File: config.mk
export PLATFORM = sky130hd
export DESIGN_NAME = alu_operand_stage
export DESIGN_NICKNAME = d
export VERILOG_FILES = /design/src/rtl/alu_operand_stage.sv
export SDC_FILE = /design/constraint.sdc
export NUM_CORES = 1
export LEC_CHECK = 0
export ABC_AREA = 1
export CAP_MARGIN = 10
export CORE_MARGIN = 2
export CORE_UTILIZATION = 50
export CTS_CLUSTER_DIAMETER = 40
export DETAILED_ROUTE_END_ITERATION = 10
export DONT_BUFFER_PORTS = 1
export PLACE_DENSITY = 0.71
export SLEW_MARGIN = 20
export SYNTH_ARGS = -nofsm -noshare
export SYNTH_HDL_FRONTEND = slang
export SYNTH_SLANG_ARGS = --single-unit
File: constraint.sdc
create_clock -name clk -period 1.5 [get_ports clk]
set_input_delay 0.3 -clock clk [delete_from_list [all_inputs] [get_ports clk]]
set_output_delay 0.3 -clock clk [all_outputs]
set_load 0.02 [all_outputs]
File: src/rtl/alu_operand_stage.sv
// Operand stage directly upstream of the 16-bit ALU: captures decoded instructions,
// forwards from the EX/MEM and writeback buses, and holds load-use dependents as bubbles.
module alu_operand_stage #(
    parameter int OPERAND_WIDTH  = 16,
    parameter int NUM_OPERATIONS = 3,
    parameter int REG_ADDR_WIDTH = 3
) (
    input  logic                      clk,
    input  logic                      rst,
    input  logic                      id_valid,
    output logic                      id_ready,
    input  logic [OPERAND_WIDTH-1:0]  id_rs_data,
    input  logic [OPERAND_WIDTH-1:0]  id_rt_data,
    input  logic [REG_ADDR_WIDTH-1:0] id_rs_addr,
    input  logic [REG_ADDR_WIDTH-1:0] id_rt_addr,
    input  logic                      id_rs_used,
    input  logic                      id_rt_used,
    input  logic [OPERAND_WIDTH-1:0]  id_imm,
    input  logic                      id_use_imm,
    input  logic [NUM_OPERATIONS-1:0] id_oper,
    input  logic                      id_cin,
    input  logic                      id_invA,
    input  logic                      id_invB,
    input  logic                      id_sign,
    input  logic                      exm_wr_en,
    input  logic [REG_ADDR_WIDTH-1:0] exm_wr_addr,
    input  logic [OPERAND_WIDTH-1:0]  exm_wr_data,
    input  logic                      exm_is_load,
    input  logic                      wb_wr_en,
    input  logic [REG_ADDR_WIDTH-1:0] wb_wr_addr,
    input  logic [OPERAND_WIDTH-1:0]  wb_wr_data,
    input  logic                      flush,
    output logic                      ex_valid,
    input  logic                      ex_ready,
    output logic [OPERAND_WIDTH-1:0]  InA,
    output logic [OPERAND_WIDTH-1:0]  InB,
    output logic                      Cin,
    output logic [NUM_OPERATIONS-1:0] Oper,
    output logic                      invA,
    output logic                      invB,
    output logic                      sign
);

    logic                      valid_q, valid_d;
    logic                      a_pend_q, a_pend_d, b_pend_q, b_pend_d;
    logic [OPERAND_WIDTH-1:0]  a_q, a_d, b_q, b_d;
    logic [REG_ADDR_WIDTH-1:0] rs_addr_q, rs_addr_d, rt_addr_q, rt_addr_d;
    logic                      rs_used_q, rs_used_d, rt_fwd_q, rt_fwd_d;
    logic [NUM_OPERATIONS-1:0] oper_q, oper_d;
    logic                      cin_q, cin_d, inva_q, inva_d, invb_q, invb_d, sign_q, sign_d;
    logic                      ex_valid_s, fire_out_s, accept_s;
    logic [OPERAND_WIDTH:0]    fwd_a_s, fwd_b_s;

    // Returns {pend, value}; EX/MEM beats writeback, an in-flight load marks the operand pending.
    function automatic logic [OPERAND_WIDTH:0] fwd(
        input logic [REG_ADDR_WIDTH-1:0] addr,
        input logic                      used,
        input logic [OPERAND_WIDTH-1:0]  dflt,
        input logic                      x_en,
        input logic [REG_ADDR_WIDTH-1:0] x_addr,
        input logic [OPERAND_WIDTH-1:0]  x_data,
        input logic                      x_ld,
        input logic                      w_en,
        input logic [REG_ADDR_WIDTH-1:0] w_addr,
        input logic [OPERAND_WIDTH-1:0]  w_data
    );
        logic [OPERAND_WIDTH:0] r;
        if (!used) begin
            r = {1'b0, dflt};
        end else if (x_en && (x_addr == addr) && x_ld) begin
            r = {1'b1, dflt};
        end else if (x_en && (x_addr == addr)) begin
            r = {1'b0, x_data};
        end else if (w_en && (w_addr == addr)) begin
            r = {1'b0, w_data};
        end else begin
            r = {1'b0, dflt};
        end
        return r;
    endfunction

    assign ex_valid_s = valid_q & ~a_pend_q & ~b_pend_q;
    assign fire_out_s = ex_valid_s & ex_ready;
    assign id_ready   = ~flush & (~valid_q | fire_out_s);
    assign accept_s   = id_valid & id_ready;

    assign ex_valid = ex_valid_s;
    assign InA      = a_q;
    assign InB      = b_q;
    assign Cin      = cin_q;
    assign Oper     = oper_q;
    assign invA     = inva_q;
    assign invB     = invb_q;
    assign sign     = sign_q;

    // Next-state selection: flush, then accept, then re-snoop of a held entry, then drain.
    always_comb begin
        valid_d   = valid_q;
        a_d       = a_q;
        b_d       = b_q;
        a_pend_d  = a_pend_q;
        b_pend_d  = b_pend_q;
        rs_addr_d = rs_addr_q;
        rt_addr_d = rt_addr_q;
        rs_used_d = rs_used_q;
        rt_fwd_d  = rt_fwd_q;
        oper_d    = oper_q;
        cin_d     = cin_q;
        inva_d    = inva_q;
        invb_d    = invb_q;
        sign_d    = sign_q;
        fwd_a_s   = {1'b0, a_q};
        fwd_b_s   = {1'b0, b_q};
        if (flush) begin
            valid_d  = 1'b0;
            a_pend_d = 1'b0;
            b_pend_d = 1'b0;
        end else if (accept_s) begin
            fwd_a_s = fwd(id_rs_addr, id_rs_used, id_rs_data, exm_wr_en, exm_wr_addr,
                          exm_wr_data, exm_is_load, wb_wr_en, wb_wr_addr, wb_wr_data);
            if (id_use_imm) begin
                fwd_b_s = {1'b0, id_imm};
            end else begin
                fwd_b_s = fwd(id_rt_addr, id_rt_used, id_rt_data, exm_wr_en, exm_wr_addr,
                              exm_wr_data, exm_is_load, wb_wr_en, wb_wr_addr, wb_wr_data);
            end
            valid_d   = 1'b1;
            a_pend_d  = fwd_a_s[OPERAND_WIDTH];
            a_d       = fwd_a_s[OPERAND_WIDTH-1:0];
            b_pend_d  = fwd_b_s[OPERAND_WIDTH];
            b_d       = fwd_b_s[OPERAND_WIDTH-1:0];
            rs_addr_d = id_rs_addr;
            rt_addr_d = id_rt_addr;
            rs_used_d = id_rs_used;
            rt_fwd_d  = id_rt_used & ~id_use_imm;
            oper_d    = id_oper;
            cin_d     = id_cin;
            inva_d    = id_invA;
            invb_d    = id_invB;
            sign_d    = id_sign;
        end else if (valid_q && !fire_out_s) begin
            fwd_a_s  = fwd(rs_addr_q, rs_used_q, a_q, exm_wr_en, exm_wr_addr,
                           exm_wr_data, exm_is_load, wb_wr_en, wb_wr_addr, wb_wr_data);
            fwd_b_s  = fwd(rt_addr_q, rt_fwd_q, b_q, exm_wr_en, exm_wr_addr,
                           exm_wr_data, exm_is_load, wb_wr_en, wb_wr_addr, wb_wr_data);
            a_pend_d = fwd_a_s[OPERAND_WIDTH];
            a_d      = fwd_a_s[OPERAND_WIDTH-1:0];
            b_pend_d = fwd_b_s[OPERAND_WIDTH];
            b_d      = fwd_b_s[OPERAND_WIDTH-1:0];
        end else if (fire_out_s) begin
            valid_d = 1'b0;
        end else begin
            valid_d = valid_q;
        end
    end

    // Pipeline register; async reset discards the entry immediately.
    always_ff @(posedge clk or negedge rst) begin
        if (!rst) begin
            valid_q   <= 1'b0;
            a_q       <= {OPERAND_WIDTH{1'b0}};
            b_q       <= {OPERAND_WIDTH{1'b0}};
            a_pend_q  <= 1'b0;
            b_pend_q  <= 1'b0;
            rs_addr_q <= {REG_ADDR_WIDTH{1'b0}};
            rt_addr_q <= {REG_ADDR_WIDTH{1'b0}};
            rs_used_q <= 1'b0;
            rt_fwd_q  <= 1'b0;
            oper_q    <= {NUM_OPERATIONS{1'b0}};
            cin_q     <= 1'b0;
            inva_q    <= 1'b0;
            invb_q    <= 1'b0;
            sign_q    <= 1'b0;
        end else begin
            valid_q   <= valid_d;
            a_q       <= a_d;
            b_q       <= b_d;
            a_pend_q  <= a_pend_d;
            b_pend_q  <= b_pend_d;
            rs_addr_q <= rs_addr_d;
            rt_addr_q <= rt_addr_d;
            rs_used_q <= rs_used_d;
            rt_fwd_q  <= rt_fwd_d;
            oper_q    <= oper_d;
            cin_q     <= cin_d;
            inva_q    <= inva_d;
            invb_q    <= invb_d;
            sign_q    <= sign_d;
        end
    end

endmodule
; After elaboration in Yosys (flattened, before gate mapping)
; Index checks and enable logic that the tools add are counted.
[op_classes]
muxes = 31
n_eq_ne = 11
n_bitwise = 12
reduce_logical = 25
[ops]
columns = cell, count
row1 = $mux 16, 12
row2 = $mux 17, 9
row3 = $eq 3x3->1, 8
row4 = $logic_and 1x1->1, 13
row5 = $reduce_bool 3->1, 4
row6 = $mux 1, 10
row7 = $reduce_and 5->1, 2
row8 = $and 1x1->1, 6
row9 = $reduce_bool 2->1, 3
row10 = $not 1->1, 5
row11 = $ne 2x2->1 const B, 2
row12 = $reduce_and 2->1, 2
row13 = $ne 3x3->1 const B, 1
row14 = $logic_not 1->1, 1
row15 = $or 1x1->1, 1
[word_totals]
elab_cells = 93
register_bits = 50
input_bits = 110

; Longest topological paths before layout
[logic_depth]
depth_word = 9
ltp_mapped = 14
mapped_depth_nobuf = 13

; Worst setup path after synthesis
; OpenSTA, ideal clock, no wires.
[synth_timing]
path_kind = reg2reg
start = register b_pend_q
end = register b_q[15] (netlist: InB[15])
path_buffers = 0
arrival_time_ns = 1.657
path_stages_with_launch = 11
setup_time_ns = 0.117
setup_slack_ns = -0.273
path_cell_list = dfrtp_1 inv_1 a31oi_2 nor2_1 nand2_2 nand2_1 inv_1 o211ai_1 nand2_1 nand2_1 nand2_1
[synth_via]
elab_chain_cells = 8
elab_cells_between_ends = 14
[synth_rtl]
columns = item, line_no
row1 = start: declaration, 45  ; logic a_pend_q, a_pend_d, b_pend_q, b_pend_d;
row2 = start signal: assignment, 179  ; b_pend_q <= b_pend_d;
row3 = $not 1->1 *, 82  ; assign ex_valid_s = valid_q & ~a_pend_q & ~b_pend_q;
row4 = $and 1x1->1 *, 82
row5 = $and 1x1->1 *, 83  ; assign fire_out_s = ex_valid_s & ex_ready;
row6 = $or 1x1->1 *, 84  ; assign id_ready = ~flush & (~valid_q | fire_out_s);
row7 = $and 1x1->1 *, 84
row8 = named net id_ready, 11  ; output logic id_ready,
row9 = $and 1x1->1 *, 85  ; assign accept_s = id_valid & id_ready;
row10 = $ne 2x2->1 (no source line) (tied with other cells), --
row11 = $reduce_and 5->1 (no source line), --
row12 = end signal: assignment, 162  ; b_q <= {OPERAND_WIDTH{1'b0}};
row13 = end: declaration, 46  ; logic [OPERAND_WIDTH-1:0] a_q, a_d, b_q, b_d;
; The timed path passes the listed nets; every way through them passes the cells marked *.
; A chain may end at the register's enable or synchronous reset.

; Worst setup path after layout
[layout_timing]
start = register rt_addr_q[2]
end = register b_q[12] (netlist: InB[12])
[layout_via]
elab_chain_cells = 7
elab_cells_between_ends = 13
[layout_rtl]
columns = item, line_no
row1 = start: declaration, 47  ; logic [REG_ADDR_WIDTH-1:0] rs_addr_q, rs_addr_d, rt_addr_q, rt_addr_d;
row2 = start signal: assignment, 166  ; rt_addr_q <= {REG_ADDR_WIDTH{1'b0}};
row3 = start signal: assignment, 181  ; rt_addr_q <= rt_addr_d;
row4 = $eq 3x3->1, "70, 72"
row5 = $logic_and 1x1->1, "70, 72"
row6 = $mux 16, 72  ; end else if (x_en && (x_addr == addr)) begin
row7 = $mux 17, 70  ; end else if (x_en && (x_addr == addr) && x_ld) begin
row8 = $mux 17, 68  ; if (!used) begin
row9 = $mux 16, 141  ; end else if (valid_q && !fire_out_s) begin
row10 = $mux 16, 118  ; end else if (accept_s) begin
; Parallel ways exist; a longest one is shown, timed or not. The select of a mux whose other input is x is not followed.

==> qor.txt <==
Ant diodes -> 0
DRT iter0 DRCs -> 288
Io pins -> 151
Mapped Nets -> 829
First-pass GRT wire length -> 24,500 um
GRT Overall Usage -> 31.8%
Largest family of logic cells by synthesized area -> simple AND/OR/NAND/NOR gates
Worst Setup Slack, final -> -0.229 ns
Fmax -> 578 MHz
Share of the core filled with cells -> 65.9%
CP startpoint kind -> flip-flop
Setup_tns -> -4.71 ns
Final non-filler cell total -> 860
Share of cells above drive strength 1 -> 27.4%
Failing checks -> setup timing
Worst path slowest cell -> dfrtp_1
Dominant cell type by area after synthesis -> dfrtp_1
Sequential area share after synthesis -> 29.2%
Yosys top cell area share -> 29.2%
Layout area overhead -> 26.9%
Post-synthesis mux area share -> 0%
Cell area after synthesis -> 4290 um^2
Worst-Skew Late Latency -> 0.31 ns
Total number of vias -> 5,018
Max IR drop VDD -> 0.449 mV
Finished layout cell area -> 5440 um^2
Die ar. -> 9340 um^2
Placed insts -> 840
Multi-input logic area -> 3030 um^2
Die W -> 96.6 um
Syn Area/Cell -> 5.97 um^2
CP bufs+invs -> 3
# fillers -> 764
Largest cells by area after synthesis -> dfrtp_1 29%, nand2_1 24%, nand3_1 9.0%
Std cell rows -> 33
Clk slew on worst S/H paths -> 0.10 ns
DRT antenna net count -> 0
GP Congestion -> 0.920
CP Max Fanout -> 8
Worst Path Required -> 1.74 ns
Syn Inst Count -> 719
Routed wire per std cell -> 17.8 um
Cell mode on critical path -> nor2_1
Die Span Y -> 96.6 um
RSZ-0062 raised after global routing -> true
H-tree Lvls -> 2
Worst EP arrival -> 1.97 ns
Critical path's top delay family -> simple AND/OR/NAND/NOR gates
Hold/Removal Path Class -> input pin to flip-flop
WHS -> 0.0902 ns
Initial antenna violation count -> 0
Status -> finished, violations left
Input/output buffers -> 0
Number of CTS-inserted buffers -> 5
Area after DPL -> 4680 um^2
Avg Vias per Cell -> 5.83
Root Buffer -> clkbuf_8
Setup Skew -> 0.0113 ns
Clock sinks -> 50
Worst-margin pin slew -> 0.407 ns
Leak -> 2.80 nW
DPL Wire Length -> 11,100 um
CP Cell Sequence -> inv_2, buf_4, nor2_1, nor3_1, nand2_1, nand2_2, nand3_4, nand2_8, buf_12, nor2_1, a21oi_1
Sequential standard cell area -> 1250 um^2
DRC -> 0
Total congestion overflow -> 0
Fraction of synthesized cell area in xor and xnor cells -> 0.408%
Post-synthesis adder-cell area fraction -> 0%
Vias in the first global route -> 5,048
CTS tree -> yes
Synth Area in Simple Gates -> 47.1%
Clock tree buffer depth -> 2
Core area -> 8260 um^2
Critical path capture point type -> flip-flop
Final hold violations -> 0
Pwr dens -> 784 nW/um^2
First-pass DRT Iterations -> 5
NumNets Final -> 864
Slew Limit Fails -> 0
CP peak stage delay -> 0.42 ns
Seq cells post-synth -> 50
Synth warn -> 0
# setup viols final -> 32
Crit Path Category -> flip-flop to flip-flop
Complex-gate fraction of the synthesized area -> 13.1%
Final wirelength -> 15,300 um
Largest net degree at the start of global routing -> 51
Synth unique cells -> 33
Final period utilization -> 115%
Relative slew slack -> 72.8%
Post-layout min period -> 1.73 ns
Total of max-cap violations -> 0
Initial core utilization -> 51.9%
## layout by cell type (no fill, tap or decap), types with 2 or more instances in the layout
cell type  synthesis  routed
clkinv_1           2       2
o21ai_2            0       5
nor2_1            85      65
a21oi_1           26      20
nand3_4            1       4
nand3_1           77      42
nor3_2             3       4
nor3_4             1       2
inv_1             48      40
dfrtp_1           50      49
nand2_4            4       8
o211ai_1           7       7
inv_2             10      17
nor2_4             0       4
xor2_1             2       2
clkbuf_8           0       6
nand2_1          274     256
o21ai_0           56      44
buf_4              6      40
buf_8              0       2
nand2_2           10      23
buf_6              4       6
nor2_8             2       2
nor2_2             2      18
buf_16             0       2
nand3_2            2      34
o21ai_1            9      16
o22ai_1            5       3
inv_6              0       2
buf_12             0       7
a21oi_2            1       7
## state kept, by name, summed over array words and instances, names as in the netlist, 3 cells and up
signal     flops
Oper           3
InB           16
InA           16
rt_addr_q      3
rs_addr_q      3
## synth_stat cells (all sizes together)
cell type,instances
nor2,89
buf,27
a31oi,1
nand2,288
dfrtp,50
o211ai,7
clkinv,2
nand4,1
or2,1
inv,61
o21ai,65
xor2,2
nand3,80
o22ai,5
a21oi,27
nor3,7
clkbuf,6
## per-stage QoR
stage	total power (W)	worst slack [ns]
after CTS	0.00411	-0.0802
after floorplan	0.00274	-0.00444
after global placement	0.00303	-0.0947
final	0.00426	-0.229
after global routing	0.00449	-0.301
after detailed placement	0.00308	-0.110
## report_power, final
group	switching [W]	internal [W]	total (W)
Clock	0.000513	0.000373	0.000886
Sequential	0.000425	0.00156	0.00198
Combinational	0.000807	0.000589	0.00140
Total	0.00174	0.00252	0.00426
## kinds of logic (layout without fill, tap and decap cells)
| family | count (synthesis) | count (layout) |
|---|---|---|
| flip-flops | 50 | 50 |
| XOR/XNOR | 2 | 2 |
| AND/OR/NAND/NOR | 466 | 466 |
| buffers and inverters | 96 | 132 |
| AO/OA/AOI/OAI | 105 | 105 |
## metal layers
layer	track usage, %	routed length (um)	vias up
met2	56.0	7820	245
met4	15.2	604	0
met5	0	0	-
met1	35.8	5630	2356
li1	-	-	2356
met3	7.95	1250	61
## worst reg2reg max path, stage by stage (launching register included)
cell,delay (ns)
dfrtp_1,0.42
inv_2,0.07
buf_4,0.10
nor2_1,0.04
nor3_1,0.26
nand2_1,0.11
nand2_2,0.11
nand3_4,0.13
nand2_8,0.13
buf_12,0.15
nor2_1,0.05
a21oi_1,0.12
## repair_timing
item                                    in CTS  in global routing
resized for setup                           73                 71
pin swaps                                   29                 18
setup buffers                                3                  3
hold buffers                                 2                  0
endpoints found under the setup margin      42                 39
gates cloned                                 2                  2
hold endpoints to repair                    50                  0
## area by class of cell
type | instances | area share (%)
clock buffer | 6 | 1.52
tap | 105 | 2.41
multi-input combinational | 573 | 55.7
clock inverter | 2 | 0.230
inverter | 63 | 4.90
sequential | 50 | 23.0
timing repair buffer | 61 | 12.2
## final timing paths
| path | from | slack, ns | cells after the start | endpoint |
|---|---|---|---|---|
| worst min-delay path | id_cin | 0.09 | 2 | Cin |
| worst max-delay path | rt_addr_q[2] | -0.23 | 11 | InB[12] |
| worst min register to register | rt_addr_q[1] | 0.56 | 2 | rt_addr_q[1] |
| max in group asynchronous | rst | 0.74 | 2 | InB[0] |
| worst max register to register | rt_addr_q[2] | -0.23 | 11 | InB[12] |
| min in group asynchronous | rst | 0.52 | 2 | Oper[2] |
(Power assumes the default switching activity.)
